### src/rtl/flag_pkg.sv
// Shared definitions for the conditional-execution flag scheduler:
// condition codes, flag group indices and condition evaluation helpers.
package flag_pkg;

    typedef enum logic [3:0] {
        EQ = 4'h0, NE, CS, CC, MI, PL, VS, VC,
        HI, LS, GE, LT, GT, LE, AL, NV
    } cond_e;

    // Bit positions of the two flag groups in every 2-bit group vector.
    localparam int FLAG_NZ = 1;
    localparam int FLAG_CV = 0;

    function automatic logic cond_eval(input logic [3:0] cond, input logic [3:0] nzcv);
        logic n, z, c, v;
        logic res;
        {n, z, c, v} = nzcv;
        case (cond_e'(cond))
            EQ:      res = z;
            NE:      res = ~z;
            CS:      res = c;
            CC:      res = ~c;
            MI:      res = n;
            PL:      res = ~n;
            VS:      res = v;
            VC:      res = ~v;
            HI:      res = c & ~z;
            LS:      res = ~c | z;
            GE:      res = (n == v);
            LT:      res = (n != v);
            GT:      res = ~z & (n == v);
            LE:      res = z | (n != v);
            AL:      res = 1'b1;
            default: res = 1'b0;
        endcase
        return res;
    endfunction

    // Flag groups a condition reads; the undefined encoding conservatively reads both.
    function automatic logic [1:0] cond_mask(input logic [3:0] cond);
        logic [1:0] m;
        m = 2'b00;
        case (cond_e'(cond))
            EQ, NE, MI, PL: m[FLAG_NZ] = 1'b1;
            CS, CC, VS, VC: m[FLAG_CV] = 1'b1;
            AL:             m = 2'b00;
            default:        m = 2'b11;
        endcase
        return m;
    endfunction

endpackage

### src/rtl/flag_pend_ctr.sv
// Outstanding-writer counter for one flag group (NZ or CV).
// An underflowing decrement is flagged and otherwise ignored.
module flag_pend_ctr #(
    parameter int MAX_PEND = 3
) (
    input  logic clk,
    input  logic reset_n,
    input  logic inc,
    input  logic dec,
    input  logic clr,
    output logic full,
    output logic nonzero,
    output logic one,
    output logic uflow
);

    localparam int CW = $clog2(MAX_PEND + 1);

    logic [CW-1:0] cnt_q;
    logic [CW-1:0] cnt_d;

    always_comb begin
        cnt_d   = cnt_q;
        nonzero = (cnt_q != '0);
        full    = (cnt_q == CW'(MAX_PEND));
        one     = (cnt_q == CW'(1));
        uflow   = dec & ~nonzero;
        // A simultaneous inc and valid dec cancel out.
        if (clr) begin
            cnt_d = '0;
        end else if (inc && !(dec && nonzero)) begin
            cnt_d = cnt_q + CW'(1);
        end else if (dec && !inc && nonzero) begin
            cnt_d = cnt_q - CW'(1);
        end
    end

    always_ff @(posedge clk or negedge reset_n) begin
        if (!reset_n) begin
            cnt_q <= '0;
        end else begin
            cnt_q <= cnt_d;
        end
    end

endmodule

### src/rtl/flag_sched.sv
// Issue-stage scheduler owning NZCV: stalls conditional instructions on pending flag groups.
// Define FLAG_SCHED_FWD_EN to evaluate conditions against same-cycle writeback flags.
module flag_sched
    import flag_pkg::*;
#(
    parameter int MAX_PEND = 3
) (
    input  logic       clk,
    input  logic       reset_n,
    input  logic       d_valid,
    output logic       d_ready,
    input  logic [3:0] d_cond,
    input  logic [1:0] d_flagwrite,
    output logic       e_valid,
    output logic       e_condex,
    input  logic       wb_valid,
    input  logic [1:0] wb_flagwrite,
    input  logic [3:0] wb_flags,
    input  logic       flush,
    output logic [3:0] flags,
    output logic       err_uflow
);

`ifdef FLAG_SCHED_FWD_EN
    localparam bit FWD_EN = 1'b1;
`else
    localparam bit FWD_EN = 1'b0;
`endif

    logic [3:0] flags_q, flags_d, flags_wb, flags_eval;
    logic       e_valid_q, e_valid_d;
    logic       e_condex_q, e_condex_d;
    logic       err_uflow_q, err_uflow_d;

    logic       wb_nz, wb_cv;
    logic       nz_inc, cv_inc;
    logic       nz_full, cv_full, nz_nonzero, cv_nonzero, nz_one, cv_one;
    logic       nz_uflow, cv_uflow;
    logic       nz_busy, cv_busy;
    logic [1:0] rd_mask;
    logic       stall, condex, issue;

    always_comb begin
        wb_nz = wb_valid & wb_flagwrite[FLAG_NZ];
        wb_cv = wb_valid & wb_flagwrite[FLAG_CV];

        // With forwarding, the last outstanding writer retiring this cycle no longer blocks.
        nz_busy = nz_nonzero & ~(FWD_EN & wb_nz & nz_one);
        cv_busy = cv_nonzero & ~(FWD_EN & wb_cv & cv_one);

        flags_wb   = {wb_nz ? wb_flags[3:2] : flags_q[3:2],
                      wb_cv ? wb_flags[1:0] : flags_q[1:0]};
        flags_eval = FWD_EN ? flags_wb : flags_q;

        rd_mask = cond_mask(d_cond);
        stall   = (rd_mask[FLAG_NZ] & nz_busy)
                | (rd_mask[FLAG_CV] & cv_busy)
                | (d_flagwrite[FLAG_NZ] & nz_full & ~wb_nz)
                | (d_flagwrite[FLAG_CV] & cv_full & ~wb_cv);
        d_ready = reset_n & ~stall & ~flush;

        condex = cond_eval(d_cond, flags_eval);
        issue  = d_valid & d_ready;
        // Squashed writers never produce a writeback, so they are not counted.
        nz_inc = issue & d_flagwrite[FLAG_NZ] & condex;
        cv_inc = issue & d_flagwrite[FLAG_CV] & condex;

        flags_d     = flags_wb;
        e_valid_d   = issue;
        e_condex_d  = issue & condex;
        err_uflow_d = err_uflow_q | nz_uflow | cv_uflow;
    end

    flag_pend_ctr #(.MAX_PEND(MAX_PEND)) u_nz_ctr (
        .clk     (clk),
        .reset_n (reset_n),
        .inc     (nz_inc),
        .dec     (wb_nz),
        .clr     (flush),
        .full    (nz_full),
        .nonzero (nz_nonzero),
        .one     (nz_one),
        .uflow   (nz_uflow)
    );

    flag_pend_ctr #(.MAX_PEND(MAX_PEND)) u_cv_ctr (
        .clk     (clk),
        .reset_n (reset_n),
        .inc     (cv_inc),
        .dec     (wb_cv),
        .clr     (flush),
        .full    (cv_full),
        .nonzero (cv_nonzero),
        .one     (cv_one),
        .uflow   (cv_uflow)
    );

    always_ff @(posedge clk or negedge reset_n) begin
        if (!reset_n) begin
            flags_q     <= 4'h0;
            e_valid_q   <= 1'b0;
            e_condex_q  <= 1'b0;
            err_uflow_q <= 1'b0;
        end else begin
            flags_q     <= flags_d;
            e_valid_q   <= e_valid_d;
            e_condex_q  <= e_condex_d;
            err_uflow_q <= err_uflow_d;
        end
    end

    assign flags     = flags_q;
    assign e_valid   = e_valid_q;
    assign e_condex  = e_condex_q;
    assign err_uflow = err_uflow_q;

endmodule
### config.mk
export PLATFORM = sky130hd
export DESIGN_NAME = flag_sched
export DESIGN_NICKNAME = d
export VERILOG_FILES = /design/src/rtl/flag_pkg.sv /design/src/rtl/flag_pend_ctr.sv /design/src/rtl/flag_sched.sv
export SDC_FILE = /design/constraint.sdc
export NUM_CORES = 1
export LEC_CHECK = 0
export BUFFER_PORTS_ARGS = -buffer_cell sky130_fd_sc_hd__buf_2
export CAP_MARGIN = 40
export CORE_MARGIN = 3
export CORE_UTILIZATION = 49
export CTS_CLUSTER_DIAMETER = 40
export DETAILED_ROUTE_END_ITERATION = 7
export GPL_ROUTABILITY_DRIVEN = 0
export PLACE_DENSITY = 0.83
export SLEW_MARGIN = 20
export SYNTH_ARGS = -nofsm -noshare
export SYNTH_HDL_FRONTEND = slang
export SYNTH_SLANG_ARGS = --single-unit
### constraint.sdc
create_clock -name clk -period 2.1 [get_ports clk]
set_clock_uncertainty 0.2 [all_clocks]
set_input_delay 0.315 -clock clk [delete_from_list [all_inputs] [get_ports clk]]
set_output_delay 0.315 -clock clk [all_outputs]
set_load 0.005 [all_outputs]
==> impl_metrics.xml <==
<?xml version="1.0" encoding="UTF-8"?>
<metrics>
  <group name="clock_tree">
    <metric name="total_cts_buffers" unit="">3</metric>
    <metric name="worst_setup_hold_path_clk_slew" unit="ns">0.07</metric>
    <metric name="clock-root-buffer" unit="">sky130_fd_sc_hd__clkbuf_4</metric>
    <metric name="cts_sinks" unit="">11</metric>
    <metric name="htree_num_levels" unit="">1</metric>
    <metric name="clk-insertion-delay-late" unit="ns">0.28</metric>
    <metric name="tritoncts_clock_tree" unit="">done</metric>
    <metric name="cts_max_path_buffers" unit="">2</metric>
  </group>
  <group name="floorplan">
    <metric name="fp.coreArea" unit="mm^2">0.001415</metric>
    <metric name="die_w" unit="um">46.49</metric>
    <metric name="effective_utilization_at_floorplan" unit="%">56.76</metric>
    <metric name="die_h" unit="um">46.49</metric>
    <metric name="floorplan.io_pins" unit="">25</metric>
    <metric name="fp.dieArea" unit="mm^2">0.002161</metric>
    <metric name="core.rowCount" unit="">13</metric>
  </group>
  <group name="placed_design">
    <metric name="place.detailed.instances" unit="">120</metric>
    <metric name="i_o_buffers" unit="">24</metric>
    <metric name="dpl-instance-area" unit="um^2">945.9</metric>
    <metric name="place.detailed.hpwl" unit="um">1546</metric>
  </group>
  <group name="timing">
    <metric name="hold_viol" unit="">0</metric>
    <metric name="timing.slew.headroom" unit="%">76.59</metric>
    <metric name="max_slew.worst_pin.slew" unit="ns">0.3504</metric>
    <metric name="max_freq" unit="GHz">0.4976</metric>
    <metric name="sum_of_negative_setup_slack" unit="ns">0</metric>
    <metric name="fin_worst_hold_slack" unit="ns">0.04201</metric>
    <metric name="final.period_utilization" unit="%">95.70</metric>
    <metric name="final-setup-viol-count" unit="">0</metric>
    <metric name="post-route-min-period" unit="ns">2.010</metric>
    <metric name="slew_viol_final" unit="">0</metric>
  </group>
  <group name="synthesis">
    <metric name="yosysWarnings" unit="">0</metric>
    <metric name="post-synth-top-area-fraction" unit="%">34.27</metric>
    <metric name="synth_flop_cell" unit="">sky130_fd_sc_hd__dfrtp_1</metric>
    <metric name="post_synth.cell_area_avg" unit="um^2">10.04</metric>
    <metric name="synth_fp_nets" unit="">97</metric>
    <metric name="unique_cell_type_count_in_the_yosys_netlist" unit="">39</metric>
    <metric name="post_synth_arst_share" unit="%">100.0</metric>
    <metric name="post_synth_main_area_contributors" unit="">sky130_fd_sc_hd__dfrtp_1 (34%), sky130_fd_sc_hd__mux2_2 (5.6%), sky130_fd_sc_hd__a211oi_1 (3.7%)</metric>
    <metric name="postSynthRegisterBits" unit="">11</metric>
    <metric name="synth_edf_count" unit="">0</metric>
    <metric name="ys_seq_area_share" unit="%">34.27</metric>
    <metric name="syn_inst" unit="">80</metric>
    <metric name="post_synthesis_cell_area" unit="um^2">803.3</metric>
    <metric name="post-synth-top-area-cell" unit="">sky130_fd_sc_hd__dfrtp_1</metric>
  </group>
  <group name="grt">
    <metric name="grt_pass1_vias" unit="">776</metric>
    <metric name="number_of_antenna_violations_at_the_first_check_in_global_routing" unit="">0</metric>
    <metric name="grt_first_pass_wirelength" unit="um">3360</metric>
    <metric name="grt_start_max_net_pins" unit="">12</metric>
    <metric name="grt_overflow_total" unit="">0</metric>
    <metric name="total_global_routing_track_utilization" unit="%">22.46</metric>
  </group>
  <group name="route">
    <metric name="drt_pre_antenna_iters" unit="">4</metric>
    <metric name="remaining_antenna_violation_count" unit="">0</metric>
    <metric name="wire_per_inst" unit="um">15.74</metric>
    <metric name="route.detailed.vias_per_inst" unit="">6.024</metric>
    <metric name="drt_drc_violations_left" unit="">0</metric>
    <metric name="dr_vias" unit="">759</metric>
    <metric name="detailedRoute.firstIterationViolations" unit="">9</metric>
    <metric name="wl_final" unit="um">1983</metric>
  </group>
  <group name="final_layout">
    <metric name="layout-drive-gt1-share" unit="%">45.95</metric>
    <metric name="syn_to_final_growth" unit="%">26.48</metric>
    <metric name="layout.cells.non_filler" unit="">126</metric>
    <metric name="antenna_cells_inserted" unit="">0</metric>
    <metric name="fin_nets" unit="">129</metric>
    <metric name="design_area" unit="mm^2">0.001016</metric>
  </group>
  <group name="power">
    <metric name="pwr-share-comb" unit="%">27.4</metric>
    <metric name="vdd_drop_max" unit="mV">0.4862</metric>
    <metric name="p_sw_share" unit="%">31.94</metric>
    <metric name="intPower" unit="mW">0.3752</metric>
    <metric name="p_sw" unit="mW">0.1761</metric>
    <metric name="leakage" unit="nW">0.4697</metric>
    <metric name="power_density" unit="mW/mm^2">542.6</metric>
    <metric name="p_seq_share" unit="%">44.7</metric>
    <metric name="p_clk_share" unit="%">28.0</metric>
  </group>
  <group name="critical_path">
    <metric name="critical_path_arrival" unit="ns">1.49</metric>
    <metric name="cp_slowest_stage_delay" unit="ns">0.45</metric>
    <metric name="worstPathRequired" unit="ns">1.58</metric>
    <metric name="worst-setup-path-type" unit="">flip-flop to output port</metric>
    <metric name="path_cells" unit="">a21boi_2 -&gt; and3_2 -&gt; a211oi_2 -&gt; buf_2</metric>
    <metric name="cp_max_fo" unit="">5</metric>
    <metric name="cp-start-kind" unit="">flip-flop</metric>
    <metric name="worst_setup_path_end_kind" unit="">output port</metric>
    <metric name="crit_path_top_delay_cell" unit="">sky130_fd_sc_hd__dfrtp_2</metric>
  </group>
  <group name="run">
    <metric name="max-cap-violations" unit="">0</metric>
  </group>
  <group name="outcome">
    <metric name="outcome" unit="">finished clean</metric>
  </group>
  <group name="min_path">
    <metric name="class_of_the_most_critical_hold_timing_path" unit="">input pin to flip-flop</metric>
  </group>
</metrics>
[final timing paths]
kind	start	to	slack [ns]	cells past startpoint
min	flush	u_nz_ctr.cnt_q[1]	0.04	2
min reg2reg	err_uflow	err_uflow	0.30	2
max	u_cv_ctr.cnt_q[0]	d_ready	0.09	4
min in group asynchronous	reset_n	flags[2]	0.30	3
max reg2reg	u_cv_ctr.cnt_q[1]	u_cv_ctr.cnt_q[0]	0.09	6
max in group asynchronous	reset_n	u_cv_ctr.cnt_q[0]	1.23	3
[cell usage in the layout, fill, tap and decap left out, types with 2 or more instances in the layout]
cell type,count
sky130_fd_sc_hd__and2_1,2
sky130_fd_sc_hd__nand2_1,4
sky130_fd_sc_hd__a211oi_2,2
sky130_fd_sc_hd__nor3b_1,2
sky130_fd_sc_hd__buf_2,24
sky130_fd_sc_hd__a21oi_1,3
sky130_fd_sc_hd__nor2_1,3
sky130_fd_sc_hd__nand3_1,3
sky130_fd_sc_hd__o211ai_1,3
sky130_fd_sc_hd__and3_1,2
sky130_fd_sc_hd__and3_2,2
sky130_fd_sc_hd__o21ai_0,2
sky130_fd_sc_hd__buf_4,3
sky130_fd_sc_hd__mux2_2,4
sky130_fd_sc_hd__a31oi_1,2
sky130_fd_sc_hd__clkbuf_4,3
sky130_fd_sc_hd__nor2b_1,2
sky130_fd_sc_hd__inv_1,4
sky130_fd_sc_hd__a211oi_1,2
sky130_fd_sc_hd__mux2i_1,2
sky130_fd_sc_hd__nand2b_1,2
sky130_fd_sc_hd__dfrtp_1,10
[synth_stat cells, types with 2 or more instances]
cell type	count
sky130_fd_sc_hd__dfrtp_1	11
sky130_fd_sc_hd__and3_2	2
sky130_fd_sc_hd__nand2b_1	2
sky130_fd_sc_hd__inv_1	4
sky130_fd_sc_hd__o211ai_1	3
sky130_fd_sc_hd__mux2_2	4
sky130_fd_sc_hd__a31oi_1	2
sky130_fd_sc_hd__nand2_1	4
sky130_fd_sc_hd__nand3_1	3
sky130_fd_sc_hd__nor2b_1	2
sky130_fd_sc_hd__mux2i_1	2
sky130_fd_sc_hd__o21ai_0	2
sky130_fd_sc_hd__nor2_1	4
sky130_fd_sc_hd__a211oi_1	4
sky130_fd_sc_hd__and2_1	2
sky130_fd_sc_hd__nor3b_1	2
sky130_fd_sc_hd__and3_1	3
sky130_fd_sc_hd__a21oi_1	3
[what timing repair did]
action | CTS | global route
endpoints found under the setup margin | 0 | 3
setup buffers | 0 | 1
hold buffers | 1 | 0
gates resized for setup | 0 | 6
endpoints found under the hold margin | 11 | 0
[power groups by stage]
stage          registers (mW)  clock network, mW  logic, mW
2_1_floorplan           0.245                  0     0.0863
6_report                0.246              0.154      0.151
5_1_grt                 0.249              0.165      0.167
3_5_place_dp            0.248                  0      0.144
3_3_place_gp            0.247                  0      0.139
4_1_cts                 0.244              0.154      0.146
[through the flow]
stage / utilization [%] / power (mW) / setup slack, ns
global placement: 66.84 / 0.3860 / 0.07828
CTS: 69.41 / 0.5442 / 0.05631
global route: 71.79 / 0.5810 / -0.005266
floorplan: - / 0.3312 / 0.2479
detailed placement: 66.84 / 0.3918 / -0.03242
finish: 71.79 / 0.5513 / 0.09039
[registers in the layout, indices dropped and copies added, names as in the netlist]
register	count
flags	4
u_cv_ctr.cnt_q	2
u_nz_ctr.cnt_q	2
e_condex	1
e_valid	1
err_uflow	1
[critical path, delay by kind of cell, from the launching register on]
family | cells | cell delay [ns]
AND/OR/NAND/NOR | 1 | 0.25
flip-flops | 1 | 0.45
buffers and inverters | 1 | 0.14
AO/OA/AOI/OAI | 2 | 0.39
[per-layer routing]
metal | up-vias | GRT usage, % | share of wire (%)
li1 | 369 | - | -
met4 | 0 | 11.93 | 2.1
met2 | 18 | 37.64 | 51
met3 | 5 | 5.859 | 4.6
met5 | - | 0 | 0
met1 | 367 | 25.71 | 42
[cell families (layout without fill, tap and decap cells)]
kind of cell | Yosys count | count (layout) | synth area share (%)
buf+inv | 5 | 36 | 3.270
compound gates | 26 | 26 | 29.13
xor+xnor | 2 | 2 | 2.181
simple gates | 30 | 30 | 23.05
mux | 6 | 6 | 8.099
flops | 11 | 11 | 34.27
[area by class of cell]
class / count / area, um^2
well taps: 15 / 18.77
fillers: 116 / 399.1
multi-input cells: 64 / 526.8
inverters: 4 / 15.01
repair buffers: 28 / 152.6
clock buffers: 4 / 26.28
flip-flops and latches: 11 / 276.5
No activity file was read; power rests on OpenSTA's default activity.
